$ cat src/rtl/pu_ctrl_if.sv
// pu_ctrl_if -- the bus between a host/PU datapath and the pu_ctrl sequencer.
//   master : host side; drives start, n_neurons and hold, and observes the rest
//   slave  : pu_ctrl side
//   start      one-cycle run request
//   n_neurons  neuron count for the run (ADDR_W+1 bits, clamped by pu_ctrl)
//   hold       suppresses new issues
//   rd_addr    operand/weight set index presented to the PU
//   issue      rd_addr is a real issue this cycle
//   out_we     PU output valid this cycle
//   out_addr   neuron index of the PU output
//   busy       high in every state except IDLE
//   done       one-cycle pulse at run completion
interface pu_ctrl_if #(
    parameter int ADDR_W = 4
);
    logic              start;
    logic [ADDR_W:0]   n_neurons;
    logic              hold;
    logic [ADDR_W-1:0] rd_addr;
    logic              issue;
    logic              out_we;
    logic [ADDR_W-1:0] out_addr;
    logic              busy;
    logic              done;

    modport master (
        output start, n_neurons, hold,
        input  rd_addr, issue, out_we, out_addr, busy, done
    );

    modport slave (
        input  start, n_neurons, hold,
        output rd_addr, issue, out_we, out_addr, busy, done
    );
endinterface

$ cat src/rtl/pu_ctrl.sv
// pu_ctrl -- sequences one run over up to 2^ADDR_W neurons through a
// fixed-latency processing unit (PU). Operand indices are issued in ascending
// order, a PU_LAT-deep valid/index pipeline mirrors the PU so that the write
// strobe lines up with the PU result, and done pulses once every result is out.
//   clk, rst_n : clock, asynchronous active-low reset
//   bus        : pu_ctrl_if.slave (start/n_neurons/hold in; rd_addr/issue/
//                out_we/out_addr/busy/done out)
//   cycle_cnt  : 16-bit saturating busy-cycle counter, present only when the
//                macro PU_CTRL_PERF_EN is defined
module pu_ctrl #(
    parameter int ADDR_W = 4,
    parameter int PU_LAT = 2
) (
    input  logic        clk,
    input  logic        rst_n,
    pu_ctrl_if.slave    bus
`ifdef PU_CTRL_PERF_EN
    ,
    output logic [15:0] cycle_cnt
`endif
);
    localparam logic [ADDR_W:0] N_MAX = {1'b1, {ADDR_W{1'b0}}};

    typedef enum logic [1:0] {IDLE, ISSUE, DRAIN, DONE} state_t;

    state_t                        state, state_nxt;
    logic [ADDR_W:0]               n_eff, n_clamp;
    logic [ADDR_W-1:0]             idx, last_addr;
    logic                          issue, last_issue;
    logic [PU_LAT:1]               vld_pipe;
    logic [PU_LAT:1][ADDR_W-1:0]   addr_pipe;
    logic [PU_LAT:0]               vld_all;

    // Oversized counts clamp to the table size instead of wrapping.
    assign n_clamp    = (bus.n_neurons > N_MAX) ? N_MAX : bus.n_neurons;
    assign last_issue = issue && ({1'b0, idx} == n_eff - (ADDR_W+1)'(1));
    // Stage 0 is this cycle's issue; stages 1..PU_LAT are registered.
    assign vld_all    = {vld_pipe, issue};

    always_ff @(posedge clk or negedge rst_n) begin
        if (!rst_n) state <= IDLE;
        else        state <= state_nxt;
    end

    always_comb begin
        state_nxt = state;
        issue     = 1'b0;
        bus.busy  = (state != IDLE);
        bus.done  = 1'b0;
        case (state)
            IDLE:  if (bus.start) state_nxt = (n_clamp == '0) ? DONE : ISSUE;
            ISSUE: begin
                issue = !bus.hold;
                if (last_issue) state_nxt = DRAIN;
            end
            // Leave once nothing would remain valid after this edge's shift,
            // i.e. the final out_we is happening now (or already happened).
            DRAIN: if (vld_all[PU_LAT-1:0] == '0) state_nxt = DONE;
            DONE: begin
                bus.done  = 1'b1;
                state_nxt = IDLE;
            end
            default: state_nxt = IDLE;
        endcase
    end

    always_ff @(posedge clk or negedge rst_n) begin
        if (!rst_n) begin
            n_eff     <= '0;
            idx       <= '0;
            last_addr <= '0;
            vld_pipe  <= '0;
            addr_pipe <= '0;
        end else begin
            if (state == IDLE && bus.start) begin
                n_eff <= n_clamp;
                idx   <= '0;
            end
            if (issue) begin
                idx       <= idx + ADDR_W'(1);
                last_addr <= idx;
            end
            // The PU has no stall, so this mirror shifts every cycle.
            vld_pipe     <= vld_all[PU_LAT-1:0];
            addr_pipe[1] <= idx;
            for (int i = 2; i <= PU_LAT; i++) addr_pipe[i] <= addr_pipe[i-1];
        end
    end

    // While held, rd_addr keeps showing the last issued index.
    assign bus.issue    = issue;
    assign bus.rd_addr  = issue ? idx : last_addr;
    assign bus.out_we   = vld_pipe[PU_LAT];
    assign bus.out_addr = addr_pipe[PU_LAT];

`ifdef PU_CTRL_PERF_EN
    always_ff @(posedge clk or negedge rst_n) begin
        if (!rst_n)                               cycle_cnt <= '0;
        else if (state == IDLE && bus.start)      cycle_cnt <= '0;
        else if (bus.busy && cycle_cnt != 16'hFFFF) cycle_cnt <= cycle_cnt + 16'd1;
    end
`endif
endmodule
$ cat src/flat_wrapper.sv
// flat-port wrapper written by rule: the top's interface ports become plain ports
module pu_ctrl_flat 
#(
    parameter int ADDR_W = 4,
    parameter int PU_LAT = 2
)
  (clk, rst_n, bus_start, bus_n_neurons, bus_hold, bus_rd_addr, bus_issue, bus_out_we, bus_out_addr, bus_busy, bus_done);
  pu_ctrl_if #(.ADDR_W(ADDR_W)) bus_i ();
  input  logic clk;
  input  logic rst_n;
  input wire logic [$bits(bus_i.start)-1:0] bus_start;
  input wire logic [$bits(bus_i.n_neurons)-1:0] bus_n_neurons;
  input wire logic [$bits(bus_i.hold)-1:0] bus_hold;
  output wire logic [$bits(bus_i.rd_addr)-1:0] bus_rd_addr;
  output wire logic [$bits(bus_i.issue)-1:0] bus_issue;
  output wire logic [$bits(bus_i.out_we)-1:0] bus_out_we;
  output wire logic [$bits(bus_i.out_addr)-1:0] bus_out_addr;
  output wire logic [$bits(bus_i.busy)-1:0] bus_busy;
  output wire logic [$bits(bus_i.done)-1:0] bus_done;
  assign bus_i.start = bus_start;
  assign bus_i.n_neurons = bus_n_neurons;
  assign bus_i.hold = bus_hold;
  assign bus_rd_addr = bus_i.rd_addr;
  assign bus_issue = bus_i.issue;
  assign bus_out_we = bus_i.out_we;
  assign bus_out_addr = bus_i.out_addr;
  assign bus_busy = bus_i.busy;
  assign bus_done = bus_i.done;
  pu_ctrl #(.ADDR_W(ADDR_W), .PU_LAT(PU_LAT)) u_core (.clk(clk), .rst_n(rst_n), .bus(bus_i));
endmodule
$ cat config.mk
export PLATFORM = sky130hd
export DESIGN_NAME = pu_ctrl_flat
export DESIGN_NICKNAME = d
export VERILOG_FILES = /design/src/rtl/pu_ctrl_if.sv /design/src/rtl/pu_ctrl.sv /design/src/flat_wrapper.sv
export SDC_FILE = /design/constraint.sdc
export NUM_CORES = 1
export LEC_CHECK = 0
export BUFFER_PORTS_ARGS = -buffer_cell sky130_fd_sc_hd__clkbuf_2
export CAP_MARGIN = 15
export CORE_MARGIN = 1
export CORE_UTILIZATION = 55
export CTS_BUF_LIST = sky130_fd_sc_hd__clkbuf_4 sky130_fd_sc_hd__clkbuf_8
export CTS_CLUSTER_SIZE = 28
export DETAILED_ROUTE_END_ITERATION = 8
export HOLD_SLACK_MARGIN = 0.06
export PLACE_DENSITY = 0.76
export REMOVE_ABC_BUFFERS = 1
export SLEW_MARGIN = 20
export SYNTH_ARGS = -nofsm -noshare
export SYNTH_HDL_FRONTEND = slang
export SYNTH_SLANG_ARGS = --single-unit
$ cat constraint.sdc
create_clock -name clk -period 5.38 [get_ports clk]
set_clock_uncertainty 0.2 [all_clocks]
set_input_delay 0 -clock clk [delete_from_list [all_inputs] [get_ports clk]]
set_output_delay 0 -clock clk [all_outputs]
set_load 0.01 [all_outputs]
; After elaboration in Yosys (flattened, before gate mapping)
; Index checks and enable logic that the tools add are counted.
[word_totals]
latchBits = 0
register_bits = 25
output_inout_bits = 12
n_memories = 0
mem_bits_rw = 0
elab_cells = 37
inputBits = 9
rom_bits = 0
[classes]
n_mul = 0
n_eq_ne = 7
reduce_logical = 9
magnitude_cmp = 1
muxes = 11
add_sub_neg = 2
n_bitwise = 0
div = 0
shifts = 0
[op_table]
columns = cell, n
row1 = $mux 4, 3
row2 = $mux 2, 4
row3 = $pmux 2 s4, 1
row4 = $eq 4x5->1, 1
row5 = $gt 5x5->1 const B, 1
row6 = $logic_not 5->1, 1
row7 = $mux 5, 1
row8 = $sub 5x1->5 const B, 1
row9 = $add 4x1->4 const B, 1
row10 = $eq 2x2->1 const B, 2
row11 = $logic_not 2->1, 2
row12 = $ne 2x1->1 const B, 2
row13 = $reduce_bool 2->1, 2
row14 = $reduce_and 3->1, 1
row15 = $eq 2x1->1 const B, 1
row16 = $logic_and 1x1->1, 2
row17 = $mux 1, 2
row18 = $ne 2x2->1 const B, 1
row19 = $logic_not 1->1, 1

; Logic depth before layout (Yosys ltp)
[logic_depth]
ltp_word = 6
ltp_mapped = 9
mapped_depth_nobuf = 8

; Least setup slack after synthesis
; No wires, ideal clock.
[synth_path]
path_type = reg2reg
from = reg u_core.state[1]
to = reg u_core.state[0]
required_time_ns = 5.101
setup_slack_ns = 3.609
period_less_slack_ns = 1.771
t_arrival_ns = 1.492
setup_ns = 0.079
path_stages_with_launch = 9
path_buffers = 1
path_cell_list = dfrtp_1 > inv_1 > ha_1 > nand2b_1 > buf_6 > nor3_2 > nand4_1 > a21oi_2 > mux2i_1
[synth_between]
elab_chain_cells = 5
word_cells_on_any_way = 12
cone_classes = 6 x eq/ne / 2 x mux / 4 x reduce/logical
[synth_rtl]
columns = item, line_no
row1 = "start, declared", pu_ctrl.sv:26  ; state_t state, state_nxt;
row2 = "start signal, assigned", pu_ctrl.sv:42  ; else state <= state_nxt;
row3 = $eq 2x1->1, pu_ctrl.sv:50  ; case (state)
row4 = $mux 1, pu_ctrl.sv:50
row5 = $logic_not 2->1 / $logic_and 1x1->1 (equally long branches), "pu_ctrl.sv:58, pu_ctrl.sv:36"
row6 = $ne 2x1->1 (no line), -
row7 = $reduce_and 3->1 (no line), -
; Several ways; a longest one is shown, not always the timed one.
; A chain may end at the register's enable or synchronous reset.

; Worst setup path after layout
[layout_path]
from = reg u_core.state[1]
to = reg u_core.idx[0]
[layout_between]
elab_chain_cells = 3
word_cells_on_any_way = 6
cone_classes = 1 x eq/ne / 2 x mux / 3 x reduce/logical
[layout_rtl]
columns = item, line_no
row1 = $eq 2x1->1 / $logic_not 2->1 (equally long branches), "pu_ctrl.sv:50, pu_ctrl.sv:75"
row2 = $mux 1 / $logic_and 1x1->1 (equally long branches), "pu_ctrl.sv:50, pu_ctrl.sv:75"
row3 = $mux 4 / $reduce_bool 2->1 (equally long branches), -
row4 = "end signal, assigned", pu_ctrl.sv:80  ; idx <= idx + ADDR_W'(1);
row5 = "end, declared", pu_ctrl.sv:28  ; logic [ADDR_W-1:0] idx, last_addr;
; Several ways; a longest one is shown, not always the timed one.

==> reports/metrics.yaml <==
outcome: "completed"
worst_slew_margin_rel_pct: 63.6
cts-root-to-sink-buffers: 2
fmax_mhz: 416
whs_ns: 0.102
ys_seq_area_share_pct: 55.9
cts_tree: "done"
synth_top_area_cell: "dfrtp_1"
final_cell_area_um2: 1430
dr.pass1.iters: 4
timing.max_cap.violations: 0
path_clk_slew_ns: 0.14
synth.cells.most_frequent: "dfrtp_1, nand2_1, o21ai_0"
timing_worst_slew_pin_value_ns: 0.545
area_growth_syn_to_layout_pct: 27.3
drtIter0Drc: 15
timing.final.max_slew_violations: 0
htreeDepth: 1
holdBufCountCts: 19
drive_above_1_share_pct: 20.6
postSynth.asyncResetShare_pct: 100
post-synth-top-area-fraction_pct: 55.9
numPortBuffers: 20
placed_cell_area_um2: 1210
crit_fanout: 10
finalCritPeriodShare_pct: 44.7
clk_root_buffer_cell: "clkbuf_4"
globalRoute.totalOverflow: 0
fp_rows: 15
fin_nets: 158
ys_seq_elements: 25
setup_repair_after_global_routing_missed_its_margin: "no"
yosys.cell_count.top_type: "dfrtp_1"
detailedPlacementHpwl_um: 1320
initial_core_util_pct: 61.5
post_cts_resized: 0
grt_pass1_vias: 786
global_route_wire_length_before_repair_um: 3560
timing.final.hold_violations: 0
worst_skew_pair_latency_ns: 0.31
final-setup-viol-count: 0
syn_area_per_cell_um2: 10.9
die_w_um: 47.1
detailedPlace.worstSlack_ns: 3.25
multi_input_comb_area_um2: 427
report.power.total_uw: 703
yosys_most_used_dff: "dfrtp_1"
drt_drc_violations_left: 0
syn_area_um2: 1120
clkSinkCount: 25
post_layout_nonfiller_instances: 166
floorplan.die_area_um2: 2220
cellLeakagePower_nw: 0.724
synthesis.instances: 103
core_area_um2: 1820
critical_path_required_ns: 5.44
netlist_top_cells_area: "dfrtp_1, ha_1, nand2_1"
crit_path_start_kind: "flip-flop"
drt_wl_total_um: 2360
detail_route.vias_per_cell: 4.99
hold_path_class: "input port to asynchronous set/reset pin"
grt_antenna_before_repair: 0
final-seq-area_um2: 626
setup_ws_ns: 2.98
post-cts-setup-buffer-count: 0
synth_enable_flop_cells: 0
dp.cells: 143
post-route-util_pct: 78.3
fin_setup_tns_ns: 0
vdd.ir_drop.worst_mv: 0.386
fillers: 129
ys.warnings.count: 0
p_per_area_nw_per_um2: 493
boundaryPins: 21
sort_of_element_at_the_end_of_the_critical_path: "flip-flop"
antenna_violating_nets_post_route: 0
number_of_buffers_created_by_cts: 3
ys_types: 23
diodes: 0
place.gp.congestion: 0.749
worst_ep_arrival_time_ns: 2.46
grtUsageTotal_pct: 24.9
grt_start_max_net_pins: 26
dieHeight_um: 47.1
wl_per_cell_um: 14.2
fin_crit_ns: 2.40
routed-via-count: 828
path_class: "flip-flop to flip-flop"
-- registers in the layout (all words and copies together), names as in the netlist --
signal / cells
u_core.vld_pipe: 2
u_core.n_eff: 5
u_core.addr_pipe: 4
u_core.last_addr: 4
u_core.idx: 4
u_core.state: 2
u_core.bus.out_addr: 4
-- cell usage in the layout, fill, tap and decap left out, drive strengths merged, types with 2 or more instances in the layout --
cell type | Yosys | final
nand2b | 5 | 5
nor3 | 3 | 3
ha | 7 | 7
inv | 7 | 7
xor2 | 3 | 3
mux2i | 2 | 2
nand2 | 20 | 20
nor2 | 2 | 2
dfrtp | 25 | 25
a21oi | 3 | 3
dlygate4sd3 | 0 | 18
o21ai | 10 | 10
clkbuf | 0 | 23
xnor2 | 5 | 5
-- report_power, final --
part	internal (mW)	leakage (nW)	switching (mW)
combinational	0.158	0.379	0.170
clock	0.0283	0.0139	0.0552
sequential	0.247	0.331	0.0454
-- area by class of cell --
class,count,share of cell area (%)
Clock buffer,3,1.58
Clock inverter,1,0.527
Inverter,7,1.84
Multi-Input combinational cell,66,29.9
Sequential cell,25,43.9
Tap cell,25,2.19
Timing Repair Buffer,39,20.0
-- worst max-delay path, cell delays in order, from the launching register on --
cell	delay (ns)
dfrtp_1	0.40
inv_1	0.10
ha_1	0.21
nand2b_1	0.27
inv_2	0.16
a21oi_1	0.29
nand2_1	0.08
o21ai_0	0.07
dlygate4sd3_1	0.56
-- cell families (layout without fill, tap and decap cells) --
family,after synthesis,after routing,share of synthesized area [%]
xor gates and xnor gates,8,8,6.26
muxes,3,3,2.79
adders and majority gates,7,7,7.82
AOI/OAI and AO/OA,14,14,6.93
and+or+nand+nor,34,34,14.3
buffers and inverters,12,50,6.03
DFF,25,25,55.9
-- per-layer routing --
layer | part of all wire (%) | routed length, um | track usage [%] | vias up
met3 | 2.9 | 68 | 3.46 | 4
met5 | 0 | 0 | 0 | -
met2 | 55 | 1300 | 46.7 | 23
met1 | 40 | 954 | 28.0 | 394
met4 | 1.6 | 38 | 10.9 | 0
li1 | - | - | - | 407
-- path summary, 6_finish.rpt --
kind | startpoint | cells after the start | slack (ns) | endpoint
setup reg to reg | u_core.state[1]$_DFFE_PN0P_ | 8 | 2.98 | u_core.idx[0]$_DFFE_PN0P_
setup / recovery | u_core.state[1]$_DFFE_PN0P_ | 8 | 2.98 | u_core.idx[0]$_DFFE_PN0P_
hold / removal | rst_n | 3 | 0.10 | u_core.n_eff[2]$_DFFE_PN0P_
min in group clk | u_core.addr_pipe[2]$_DFF_PN0_ | 0 | 0.17 | u_core.bus.out_addr[2]$_DFF_PN0_
hold reg to reg | u_core.addr_pipe[2]$_DFF_PN0_ | 0 | 0.17 | u_core.bus.out_addr[2]$_DFF_PN0_
max in group asynchronous | rst_n | 3 | 4.52 | u_core.n_eff[4]$_DFFE_PN0P_
(Power assumes the default switching activity.)
